$ cat config.mk
export PLATFORM = sky130hd
export DESIGN_NAME = pipe_reg_chain
export DESIGN_NICKNAME = d
export VERILOG_FILES = /design/src/rtl/pipe_pkg.sv /design/src/rtl/pipe_skid_stage.sv /design/src/rtl/pipe_reg_chain.sv
export SDC_FILE = /design/constraint.sdc
export NUM_CORES = 1
export LEC_CHECK = 0
export ABC_CLOCK_PERIOD_IN_PS = 2100
export BUFFER_PORTS_ARGS = -buffer_cell sky130_fd_sc_hd__buf_4
export CAP_MARGIN = 20
export CELL_PAD_IN_SITES_DETAIL_PLACEMENT = 1
export CELL_PAD_IN_SITES_GLOBAL_PLACEMENT = 2
export CORE_MARGIN = 2
export CORE_UTILIZATION = 30
export CTS_CLUSTER_SIZE = 14
export DETAILED_ROUTE_END_ITERATION = 16
export PLACE_DENSITY_LB_ADDON = 0.1
export SLEW_MARGIN = 0
export SYNTH_ARGS = -nofsm -noshare
export SYNTH_HDL_FRONTEND = slang
export SYNTH_HIERARCHICAL = 1
export SYNTH_SLANG_ARGS = --single-unit
$ cat constraint.sdc
create_clock -name clk -period 2.1 [get_ports clk]
set_clock_uncertainty 0.1 [all_clocks]
set_input_delay 0.105 -clock clk [delete_from_list [all_inputs] [get_ports clk]]
set_output_delay 0.105 -clock clk [all_outputs]
set_load 0.01 [all_outputs]
$ cat src/rtl/pipe_pkg.sv
// Shared definitions for the elastic pipeline register chain:
// per-stage occupancy type and the chain-wide occupancy width helper.
package pipe_pkg;

   typedef logic [1:0] stage_occ_t;

   function automatic int occ_w(input int stages);
      return $clog2(2 * stages + 1);
   endfunction

endpackage

$ cat src/rtl/pipe_skid_stage.sv
// One elastic stage: main register M feeds downstream, skid register S absorbs
// the word that arrives in the cycle downstream stalls. Upstream ready is ~sv only.
module pipe_skid_stage
   import pipe_pkg::*;
#(
   parameter int               WIDTH     = 32,
   parameter logic [WIDTH-1:0] RESET_VAL = '0
) (
   input  logic             clk,
   input  logic             rst_n,
   input  logic             flush,
   input  logic             in_valid,
   output logic             in_ready,
   input  logic [WIDTH-1:0] in_data,
   output logic             out_valid,
   input  logic             out_ready,
   output logic [WIDTH-1:0] out_data,
   output stage_occ_t       occ
);

   logic             mv_q, mv_d;
   logic             sv_q, sv_d;
   logic [WIDTH-1:0] m_q, m_d;
   logic [WIDTH-1:0] s_q, s_d;
   logic             in_fire;

   assign in_fire   = in_valid & ~sv_q;
   assign in_ready  = ~sv_q;
   assign out_valid = mv_q;
   assign out_data  = m_q;
   assign occ       = {1'b0, mv_q} + {1'b0, sv_q};

   // Next-state selection; flush overrides every handshake but leaves data alone.
   always_comb begin
      mv_d = mv_q;
      sv_d = sv_q;
      m_d  = m_q;
      s_d  = s_q;
      if (flush) begin
         mv_d = 1'b0;
         sv_d = 1'b0;
      end else if (sv_q) begin
         if (out_ready) begin
            m_d  = s_q;
            mv_d = 1'b1;
            sv_d = 1'b0;
         end else begin
            sv_d = 1'b1;
         end
      end else if (in_fire) begin
         if (!mv_q || out_ready) begin
            m_d  = in_data;
            mv_d = 1'b1;
         end else begin
            s_d  = in_data;
            sv_d = 1'b1;
         end
      end else if (mv_q && out_ready) begin
         mv_d = 1'b0;
      end else begin
         mv_d = mv_q;
      end
   end

   // State registers; reset also returns the data registers to RESET_VAL.
   always_ff @(posedge clk or negedge rst_n) begin
      if (!rst_n) begin
         mv_q <= 1'b0;
         sv_q <= 1'b0;
         m_q  <= RESET_VAL;
         s_q  <= RESET_VAL;
      end else begin
         mv_q <= mv_d;
         sv_q <= sv_d;
         m_q  <= m_d;
         s_q  <= s_d;
      end
   end

endmodule

$ cat src/rtl/pipe_reg_chain.sv
// Chain of STAGES elastic skid stages; all stage boundaries are register-to-register
// in the ready direction, and occupancy is the sum of the per-stage counts.
module pipe_reg_chain
   import pipe_pkg::*;
#(
   parameter int               WIDTH     = 32,
   parameter int               STAGES    = 1,
   parameter logic [WIDTH-1:0] RESET_VAL = '0
) (
   input  logic                       clk,
   input  logic                       rst_n,
   input  logic                       flush,
   input  logic                       in_valid,
   output logic                       in_ready,
   input  logic [WIDTH-1:0]           in_data,
   output logic                       out_valid,
   input  logic                       out_ready,
   output logic [WIDTH-1:0]           out_data,
   output logic [occ_w(STAGES)-1:0]   occupancy
);

   localparam int OCC_W = occ_w(STAGES);

   logic             vld [STAGES+1];
   logic             rdy [STAGES+1];
   logic [WIDTH-1:0] dat [STAGES+1];
   stage_occ_t       stage_occ [STAGES];
   logic [OCC_W-1:0] occ_sum;

   assign vld[0]      = in_valid;
   assign dat[0]      = in_data;
   assign in_ready    = rdy[0];
   assign rdy[STAGES] = out_ready;
   assign out_valid   = vld[STAGES];
   assign out_data    = dat[STAGES];

   for (genvar g = 0; g < STAGES; g++) begin : g_stage
      pipe_skid_stage #(
         .WIDTH     (WIDTH),
         .RESET_VAL (RESET_VAL)
      ) u_stage (
         .clk       (clk),
         .rst_n     (rst_n),
         .flush     (flush),
         .in_valid  (vld[g]),
         .in_ready  (rdy[g]),
         .in_data   (dat[g]),
         .out_valid (vld[g+1]),
         .out_ready (rdy[g+1]),
         .out_data  (dat[g+1]),
         .occ       (stage_occ[g])
      );
   end

   // Total words held across all stages.
   always_comb begin
      occ_sum = '0;
      for (int i = 0; i < STAGES; i++) begin
         occ_sum = occ_sum + OCC_W'(stage_occ[i]);
      end
   end

   assign occupancy = occ_sum;

endmodule

==> metrics.md, run 1 <==
| Metric | Value |
|---|---|
| Outcome | `finished clean` |
| Worst Setup Path Type | `in2reg` |
| Worst path top cell family by delay | `buffers and inverters` |
| Final ANT Viol Nets | `0` |
| First-pass GRT wire length | `just over 10000 um` |
| Most frequent cells in the layout | `76 x buf_4, 66 x dfrtp_1, 52 x mux2_2` |
| Die area | `~0.010 sq mm` |
| Crit path buffers/inverters | `3` |
| FF+latch count, synth | `66` |
| CTS max path bufs | `2` |
| Cell Area, Synth | `0.00290 sq mm` |
| Die width | `about 100 um` |
| Diodes inserted | `0` |
| Largest net degree at the start of global routing | `67` |
| I/O Buffers | `72` |
| Row count | `35` |
| Vias in the first global route | `2100` |
| CP Launch Point | `out_ready` |
| GRT Util Overall | `0.131` |
| Hold Crit Class | `in2async` |
| Top-area cell type share of the netlist area | `0.569` |
| Pre-Repair DR Iteration Count | `3` |
| Mean Syn Cell Area | `between 15 and 20 sq um` |
| Share of cells above drive strength 1 | `0.483` |
| Pins Over Slew Limit | `0` |
| Critical-path cell list | `dlygate4sd3_1, buf_4, nand2b_1, nor3_4, buf_4, mux2_1` |
| Die Y | `between 100 and 150 um` |
| Cells after synthesis | `~180` |
| Routed wire length per instance | `approximately 14 um` |
| Critical path data arrival time | `1.85 ns` |
| Sum Neg Setup Slack | `0 ns` |
| Post-CTS Resized | `0` |
| Gp weighted congestion | `about 0.64` |
| FF-to-FF End | `g_stage[0].u_stage/out_data[28]` |
| Antenna violations before repair | `0` |
| Final min period | `between 1.5 and 2 ns` |
| Unrepaired setup endpoints after global routing | `no` |
| Overflow after GRT | `0` |
| Yosys top cell by area | `dfrtp_1` |
| P&R area growth vs syn | `42.2%` |
| R2r setup slk | `0.40 ns` |
| Crit-path most repeated cell | `buf_4` |
| Via count | `about 1900` |
| Static Leak | `approximately 1.9 nW` |
| CTS tree | `yes` |
| Sequential area share after synthesis | `0.569` |
| Synth unique cells | `17` |
| CTS Sinks | `66` |
| Fmax | `approximately 570 MHz` |
| Max IR drop VDD | `405 uV` |
| Most common cell after layout, fill and taps aside | `buf_4` |
| Initial Util | `0.311` |
| CP peak stage delay | `approximately 0.54 ns` |
| CP max FO | `15` |
| Relative slew margins | `0.755` |
| Clk Latency, worst-skew pair | `between 0.3 and 0.4 ns` |
| Filler cell count in the final layout | `971` |
| Drt via density | `approximately 4.4` |
| Fin Hold WS | `0.218 ns` |
| CTS buffer count | `9` |
| Top Ports | `73` |
| # DRC | `0` |
| Worst Setup Start Kind | `primary input` |
| H-tree depth | `3` |
| Fin crit share | `0.835` |
| Worst slew pin tran | `around 0.37 ns` |
| Hold Vio Cnt, Final | `0` |
| Initial DRC Count | `18` |
| Final WL | `between 6000 and 7000 um` |
| Register clock-pin slew on the reported worst setup and hold paths | `approximately 0.07 ns` |
| Synth warnings | `6` |
| Max_cap viols | `0` |
| CP required | `2.20 ns` |
| Syn_nets | `around 220` |
| Worst R2R Start | `g_stage[0].u_stage/sv_q` |
| Pwr Total | `0.00340 W` |
| CTS root buffer | `clkbuf_8` |
| Slowest cell on the critical path | `dlygate4sd3_1` |
| Critical path endpoint category | `flip-flop` |
| R2R cell count | `4` |
| Layout net count | `between 300 and 400` |
| Area contributors post-synth | `dfrtp_1 57%, mux2_2 20%, mux2_1 17%, buf_6 1.2%, nor3_4 1.1%` |
| Core ar. | `around 0.0093 sq mm` |
| Setup violators final | `0` |
| Detailed placer's ending HPWL | `about 4000 um` |
| Pwr Density | `about 800 mW/mm^2` |
-- logic make-up (layout without fill, tap and decap cells) --
| kind of cell | count (synthesis) | count (layout) | share of synthesized area |
|---|---|---|---|
| buffers and inverters | 11 | 129 | 0.0267 |
| AO/OA/AOI/OAI | 3 | 3 | 0.00819 |
| adder cells (fa/ha/maj) | 1 | 1 | 0.00431 |
| AND/OR/NAND/NOR | 7 | 7 | 0.0194 |
| multiplexers | 96 | 96 | 0.372 |
| flip-flops | 66 | 66 | 0.569 |
-- area by class of cell --
class,instances,area [sq um],share of cell area
Multi-Input combinational cell,107,1170,0.284
Clock buffer,9,124,0.0300
Tap cell,129,161,0.0391
Inverter,1,3.75,0.000909
Timing Repair Buffer,115,991,0.240
Sequential cell,66,1650,0.400
Clock inverter,4,22.5,0.00546
-- repair_timing --
action                    CTS  global route
hold endpoints to repair  100             0
buffers inserted            0             0
hold buffers               36             0
-- worst min-delay path, delay by kind of cell --
family	cells	cell delay [ns]
buf+inv	3	0.94
-- metrics by stage --
| stage | instances | utilization | cell area (sq um) | setup WS (ns) |
|---|---|---|---|---|
| finish | 431 | 0.443 | 4130 | 0.346 |
| global route | 431 | 0.443 | 4130 | 0.277 |
| CTS | 431 | 0.443 | 4130 | 0.332 |
| detailed placement | 382 | 0.388 | 3620 | 0.393 |
| global placement | 382 | 0.388 | 3620 | 0.415 |
| floorplan | 184 | - | 2900 | 0.400 |
-- routing by layer --
layer | track usage | vias to the layer above | share of wire
li1 | - | 889 | -
met2 | 0.219 | 50 | 0.50
met4 | 0.0400 | 0 | 0.0049
met3 | 0.0513 | 2 | 0.058
met5 | 0 | - | 0
met1 | 0.157 | 957 | 0.44
-- Yosys cell counts --
library cell and number:
nand2b_1 2, buf_2 2, nand2_1 1, buf_4 3
nor2_1 2, o21ba_1 1, dfrtp_1 66, nor3_4 2
clkbuf_1 1, buf_1 1, o21a_1 1, ha_1 1
mux2_1 44, buf_6 3, mux2_2 52, a31oi_1 1
inv_1 1
-- worst max path at each step --
stage | endpoint | slack [ns] | cells after the start
3_3_place_gp | g_stage[0].u_stage/out_data[5] | 0.42 | 4
3_5_place_dp | g_stage[0].u_stage/out_data[6] | 0.39 | 4
2_1_floorplan | g_stage[0].u_stage/out_data[19] | 0.40 | 4
6_report | g_stage[0].u_stage/s_q[27] | 0.35 | 6
5_1_grt | g_stage[0].u_stage/s_q[1] | 0.28 | 6
4_1_cts | g_stage[0].u_stage/s_q[27] | 0.33 | 6
-- registers in the layout, indices dropped and copies added (netlist names) --
| name | cells |
|---|---|
| g_stage.u_stage/out_data | 32 |
| g_stage.u_stage/s_q | 32 |
| g_stage.u_stage/out_valid | 1 |
| g_stage.u_stage/sv_q | 1 |
-- report_power, final --
group | total [W] | switching, W | internal, W
Combinational | 0.000828 | 0.000313 | 0.000515
Sequential | 0.00173 | 0.000140 | 0.00159
Clock | 0.000843 | 0.000441 | 0.000402
Total | 0.00340 | 0.000894 | 0.00250
(Power assumes the default switching activity.)
==> inputs of run 2 (changes only) <==
- ABC_CLOCK_PERIOD_IN_PS: 2100 -> 1750
- clock period: 2.1 -> 1.75 ns (I/O delays scaled with it)
==> run 2 against run 1 <==
Effect of this change:
- final area is 1.8% higher
- clock-buffer cell count is 3 higher
- combinational power is 21% higher
- flip-flop and latch count stayed put
- register-to-register slack worse by 0.31 ns
- global-route usage is 0.71 points higher
- via count is 0.79% higher
- highest routed layer unchanged
- critical endpoint is now g_stage[0].u_stage/s_q[21]
- sequential share of layout area is 0.70 points lower
- core utilization is 0.79 points higher
- critical path depth stayed put
==> metrics.md, run 2 (synthesis gave the netlist of run 1 again) <==
| Metric | Value |
|---|---|
| R2R cell count | `4` |
| R2r setup slk | `~0.09 ns` |
| GRT Util Overall | `0.138` |
| Hold Vio Cnt, Final | `0` |
| Drt via density | `around 4.4` |
| Critical path data arrival time | `between 1.5 and 2 ns` |
| Share of cells above drive strength 1 | `0.484` |
| CTS root buffer | `clkbuf_8` |
| Pwr Density | `~1000 mW/mm^2` |
| Die Y | `~100 um` |
| Final core utilization | `0.450` |
| Core ar. | `around 0.0093 sq mm` |
| CTS Sinks | `between 60 and 70` |
| P&R area growth vs syn | `44.7%` |
| Detailed placer's ending HPWL | `roughly 4200 um` |
| Setup violators final | `0` |
| Fin crit share | `0.956` |
| Final ANT Viol Nets | `0` |
| CTS max path bufs | `2` |
| Row count | `35` |
| CP peak stage delay | `0.54 ns` |
| Initial Util | `0.311` |
| Worst slew pin tran | `approximately 0.33 ns` |
| Final WL | `about 6600 um` |
| Hold Crit Class | `in2async` |
| Slowest cell on the critical path | `dlygate4sd3_1` |
| Antenna violations before repair | `0` |
| Clk Latency, worst-skew pair | `approximately 0.33 ns` |
| Initial DRC Count | `39` |
| Final min period | `between 1.5 and 2 ns` |
| Unrepaired setup endpoints after global routing | `no` |
| Relative slew margins | `0.783` |
| Diodes inserted | `0` |
| Multi-input logic area | `roughly 0.0012 sq mm` |
| Via count | `approximately 1900` |
| Outcome | `finished clean` |
| Setup Buffers After CTS | `0` |
| CP Launch Point | `out_ready` |
| Most frequent cells in the layout | `75 x buf_4, 66 x dfrtp_1, 52 x mux2_2` |
| Pwr Total | `about 0.0043 W` |
| Gp weighted congestion | `between 0.6 and 0.7` |
| CTS tree | `yes` |
| Placed Area | `roughly 0.0036 sq mm` |
| Routed wire length per instance | `between 15 and 20 um` |
| Vias in the first global route | `2174` |
| Overflow after GRT | `0` |
| Pins Over Slew Limit | `0` |
| CTS buffer count | `9` |
| Largest net degree at the start of global routing | `25` |
| Max_cap viols | `0` |
| Layout net count | `340` |
| FF-to-FF End | `g_stage[0].u_stage/s_q[21]` |
| Post-route setup slack | `~0.077 ns` |
| First-pass GRT wire length | `10800 um` |
| Pre-CTS setup slack | `between 0.08 and 0.09 ns` |
| Static Leak | `about 1.9 nW` |
| Critical path endpoint category | `flip-flop` |
| Most common cell after layout, fill and taps aside | `buf_4` |
| # DRC | `0` |
| Sum Neg Setup Slack | `0 ns` |
| Final Cell Area | `approximately 0.0042 sq mm` |
| Worst R2R Start | `g_stage[0].u_stage/sv_q` |
| Critical-path cell list | `dlygate4sd3_1, buf_4, nand2b_1, nor3_4, buf_12, mux2_1` |
| I/O Buffers | `approximately 70` |
| Worst Setup Start Kind | `primary input` |
| Worst Setup Path Type | `in2reg` |
| Max IR drop VDD | `472 uV` |
| Top Ports | `73` |
| H-tree depth | `3` |
| Die area | `roughly 0.010 sq mm` |
| Pre-Repair DR Iteration Count | `3` |
| Die width | `just over 100 um` |
| CP required | `between 1.5 and 2 ns` |
| CP max FO | `18` |
| FF/Latch Area | `0.00165 sq mm` |
| Fmax | `between 500 and 600 MHz` |
| Filler cell count in the final layout | `984` |
| Register clock-pin slew on the reported worst setup and hold paths | `roughly 0.07 ns` |
run 2: cell types whose count changed in the layout (fill, tap and decap cells not counted), sizes merged:
cell	previous run	this run
clkbuf	9	12
buf	79	81
bufinv	0	1
clkinv	3	2
clkinvlp	1	0
run 2: report_power, final:
group          internal [W]  total, W  switching, W
Sequential          0.00190   0.00209      0.000181
Clock              0.000686   0.00124      0.000555
Combinational      0.000623   0.00100      0.000377
run 2: worst max-delay path by stage:
stage	end
floorplan	g_stage[0].u_stage/out_data[19]
global placement	g_stage[0].u_stage/out_data[7]
detailed placement	g_stage[0].u_stage/out_data[27]
CTS	occupancy[0]
global route	g_stage[0].u_stage/s_q[24]
finish	g_stage[0].u_stage/s_q[21]
run 2: per-layer routing:
metal,wire [um],track usage,vias to the layer above
li1,-,-,893
met1,2900,0.162,964
met2,3280,0.240,49
met3,318,0.0472,7
met4,75,0.0410,0
met5,0,0,-
run 2: area by class of cell:
| cell class | count | share of cell area |
|---|---|---|
| Timing Repair Buffer | 117 | 0.244 |
| Clock buffer | 12 | 0.0345 |
| Sequential cell | 66 | 0.393 |
| Tap cell | 129 | 0.0384 |
| Multi-Input combinational cell | 107 | 0.279 |
| Inverter | 1 | 0.000893 |
| Clock inverter | 3 | 0.00953 |
run 2: stage by stage:
step                hold slack (ns)  instances
detailed placement          -0.0825        384
floorplan                    -0.308        184
global placement            -0.0815        384
CTS                          0.0956        435
finish                        0.103        435
global route                  0.118        435
run 2: timing repair:
action / CTS / global route
resized for setup: 0 / 2
setup endpoints to repair: 0 / 1
hold buffers: 36 / 0
hold endpoints to repair: 108 / 0
run 2: critical path: cells and delay by family:
kind / cells / cell delay, ns
simple gates: 2 / 0.48
buf+inv: 3 / 0.89
mux: 1 / 0.34
==> inputs of run 3 (changes only) <==
- ABC_CLOCK_PERIOD_IN_PS: 1750 -> 1900
- clock period: 1.75 -> 1.9 ns (I/O delays scaled with it)
==> run 3 against run 2 <==
Effect of this change:
- global-route usage decreased by 0.51 points
- via count increased by 1.4%
- clock-buffer cell count up 2
- die area did not move
- critical path type unchanged
==> metrics.md, run 3 (synthesis gave the netlist of run 1 again) <==
| Metric | Value |
|---|---|
| Worst path top cell family by delay | `buffers and inverters` |
| CTS Sinks | `66` |
| Core ar. | `between 0.009 and 0.01 sq mm` |
| Final min period | `approximately 1.7 ns` |
| I/O Buffers | `72` |
| Most frequent cells in the layout | `79 x buf_4, 66 x dfrtp_1, 52 x mux2_2` |
| Initial Util | `0.311` |
| Top Ports | `between 70 and 80` |
| Outcome | `finished clean` |
| Relative slew margins | `0.713` |
| Fin crit share | `0.895` |
| Worst Setup Start Kind | `primary input` |
| Clk Latency, worst-skew pair | `approximately 0.32 ns` |
| Die area | `roughly 0.010 sq mm` |
| Pre-Repair DR Iteration Count | `3` |
| Via count | `1939` |
| CP required | `between 2 and 2.5 ns` |
| CP Capture Point | `g_stage[0].u_stage/s_q[13]` |
| Overflow after GRT | `0` |
| CTS buffer count | `9` |
| H-tree depth | `3` |
| R2r setup slk | `between 0.2 and 0.25 ns` |
| Diodes inserted | `0` |
| Hold Crit Class | `in2async` |
| Layout net count | `between 300 and 400` |
| Detailed placer's ending HPWL | `4290 um` |
| Routed wire length per instance | `roughly 15 um` |
| Max IR drop VDD | `398 uV` |
| CP Launch Point | `out_ready` |
| Critical path data arrival time | `~1.8 ns` |
| Final std cells w/o fill | `437` |
| Antenna violations before repair | `0` |
| Die Y | `102 um` |
| Worst R2R Start | `g_stage[0].u_stage/sv_q` |
| Filler cell count in the final layout | `just under 1000` |
| Gp weighted congestion | `between 0.6 and 0.7` |
| Crit path buffers/inverters | `3` |
| R2R cell count | `4` |
| Most common cell after layout, fill and taps aside | `buf_4` |
| Critical path endpoint category | `flip-flop` |
| Pwr Density | `935 mW/mm^2` |
| Drt via density | `around 4.4` |
| Final core utilization | `0.449` |
| CTS root buffer | `clkbuf_8` |
| Fmax | `588 MHz` |
| Share of cells above drive strength 1 | `0.487` |
| Unrepaired setup endpoints after global routing | `no` |
| Sum Neg Setup Slack | `0 ns` |
| CP peak stage delay | `around 0.54 ns` |
| Vias in the first global route | `around 2100` |
| Largest net degree at the start of global routing | `37` |
| P&R area growth vs syn | `44.2%` |
| Die width | `between 100 and 150 um` |
| GRT Util Overall | `0.133` |
| Hold Vio Cnt, Final | `0` |
| CTS tree | `yes` |
| CP max FO | `20` |
| Initial DRC Count | `26` |
| Row count | `35` |
| Slowest cell on the critical path | `dlygate4sd3_1` |
| Final WL | `approximately 6400 um` |
| Setup violators final | `0` |
| Final ANT Viol Nets | `0` |
| Worst slew pin tran | `0.430 ns` |
| # DRC | `0` |
| Worst path depth | `6` |
| Pins Over Slew Limit | `0` |
| CTS max path bufs | `2` |
| Worst Setup Path Type | `in2reg` |
| Setup Buffers After CTS | `0` |
| Register clock-pin slew on the reported worst setup and hold paths | `0.07 ns` |
| First-pass GRT wire length | `approximately 11000 um` |
| Post-CTS Resized | `0` |
| Critical-path cell list | `dlygate4sd3_1, buf_4, nand2b_1, nor3_4, buf_12, mux2_1` |
| Inst Count DP | `between 300 and 400` |
| Max_cap viols | `0` |
| Static Leak | `approximately 1.9 nW` |
| FF-to-FF End | `g_stage[0].u_stage/out_data[5]` |
## run 3: cell count changes in the layout (fill, tap and decap cells not counted)
cell and delta:
bufinv_16 -1, clkbuf_8 +2, buf_4 +4, buf_12 -1
buf_6 -2
## run 3: layout make-up
cell class	instances	area (sq um)	share of cell area
Clock buffer	14	173	0.0412
Clock inverter	2	10.0	0.00239
Inverter	1	3.75	0.000897
Multi-Input combinational cell	107	1170	0.280
Sequential cell	66	1650	0.394
Tap cell	129	161	0.0386
Timing Repair Buffer	118	1010	0.242
## run 3: timing repair
action,4_1_cts,5_1_grt
hold buffers,36,0
hold endpoints to repair,102,0
setup endpoints to repair,0,0
## run 3: per-layer routing
metal | GRT usage | part of all wire | vias to the layer above
met2 | 0.222 | 0.50 | 48
met1 | 0.166 | 0.45 | 993
li1 | - | - | 893
met5 | 0 | 0 | -
met3 | 0.0328 | 0.043 | 5
met4 | 0.0523 | 0.010 | 0
## run 3: through the flow
| step | power [W] | hold WS (ns) | instance area (sq um) | setup slack [ns] |
|---|---|---|---|---|
| 3_3_place_gp | 0.00279 | -0.0242 | 3640 | 0.220 |
| 3_5_place_dp | 0.00282 | -0.0253 | 3640 | 0.185 |
| 6_report | 0.00392 | 0.146 | 4190 | 0.200 |
| 2_1_floorplan | 0.00236 | -0.301 | 2900 | 0.200 |
| 4_1_cts | 0.00401 | 0.148 | 4190 | 0.177 |
| 5_1_grt | 0.00418 | 0.177 | 4190 | 0.134 |
## run 3: worst min path at each step
| stage | cells past startpoint | end | slack [ns] | from |
|---|---|---|---|---|
| after floorplan | 0 | g_stage[0].u_stage/out_data[0] | -0.30 | rst_n |
| after global placement | 1 | g_stage[0].u_stage/out_data[25] | -0.02 | rst_n |
| after detailed placement | 1 | g_stage[0].u_stage/out_data[25] | -0.03 | rst_n |
| after CTS | 2 | g_stage[0].u_stage/out_data[25] | 0.15 | rst_n |
| after global routing | 2 | g_stage[0].u_stage/s_q[25] | 0.18 | rst_n |
| final | 2 | g_stage[0].u_stage/s_q[25] | 0.15 | rst_n |
## run 3: where the power goes
part | leakage, nW | total, W | switching (W) | internal, W
logic | 0.995 | 0.000917 | 0.000346 | 0.000571
clock network | 0.0965 | 0.00108 | 0.000505 | 0.000578
registers | 0.799 | 0.00192 | 0.000163 | 0.00175
## run 3: worst register-to-register path, cell delays in order, from the launching register on
cell and delay, ns:
dfrtp_1 0.42, o21ba_1 0.23, nor3_4 0.20, buf_4 0.26
mux2_2 0.36
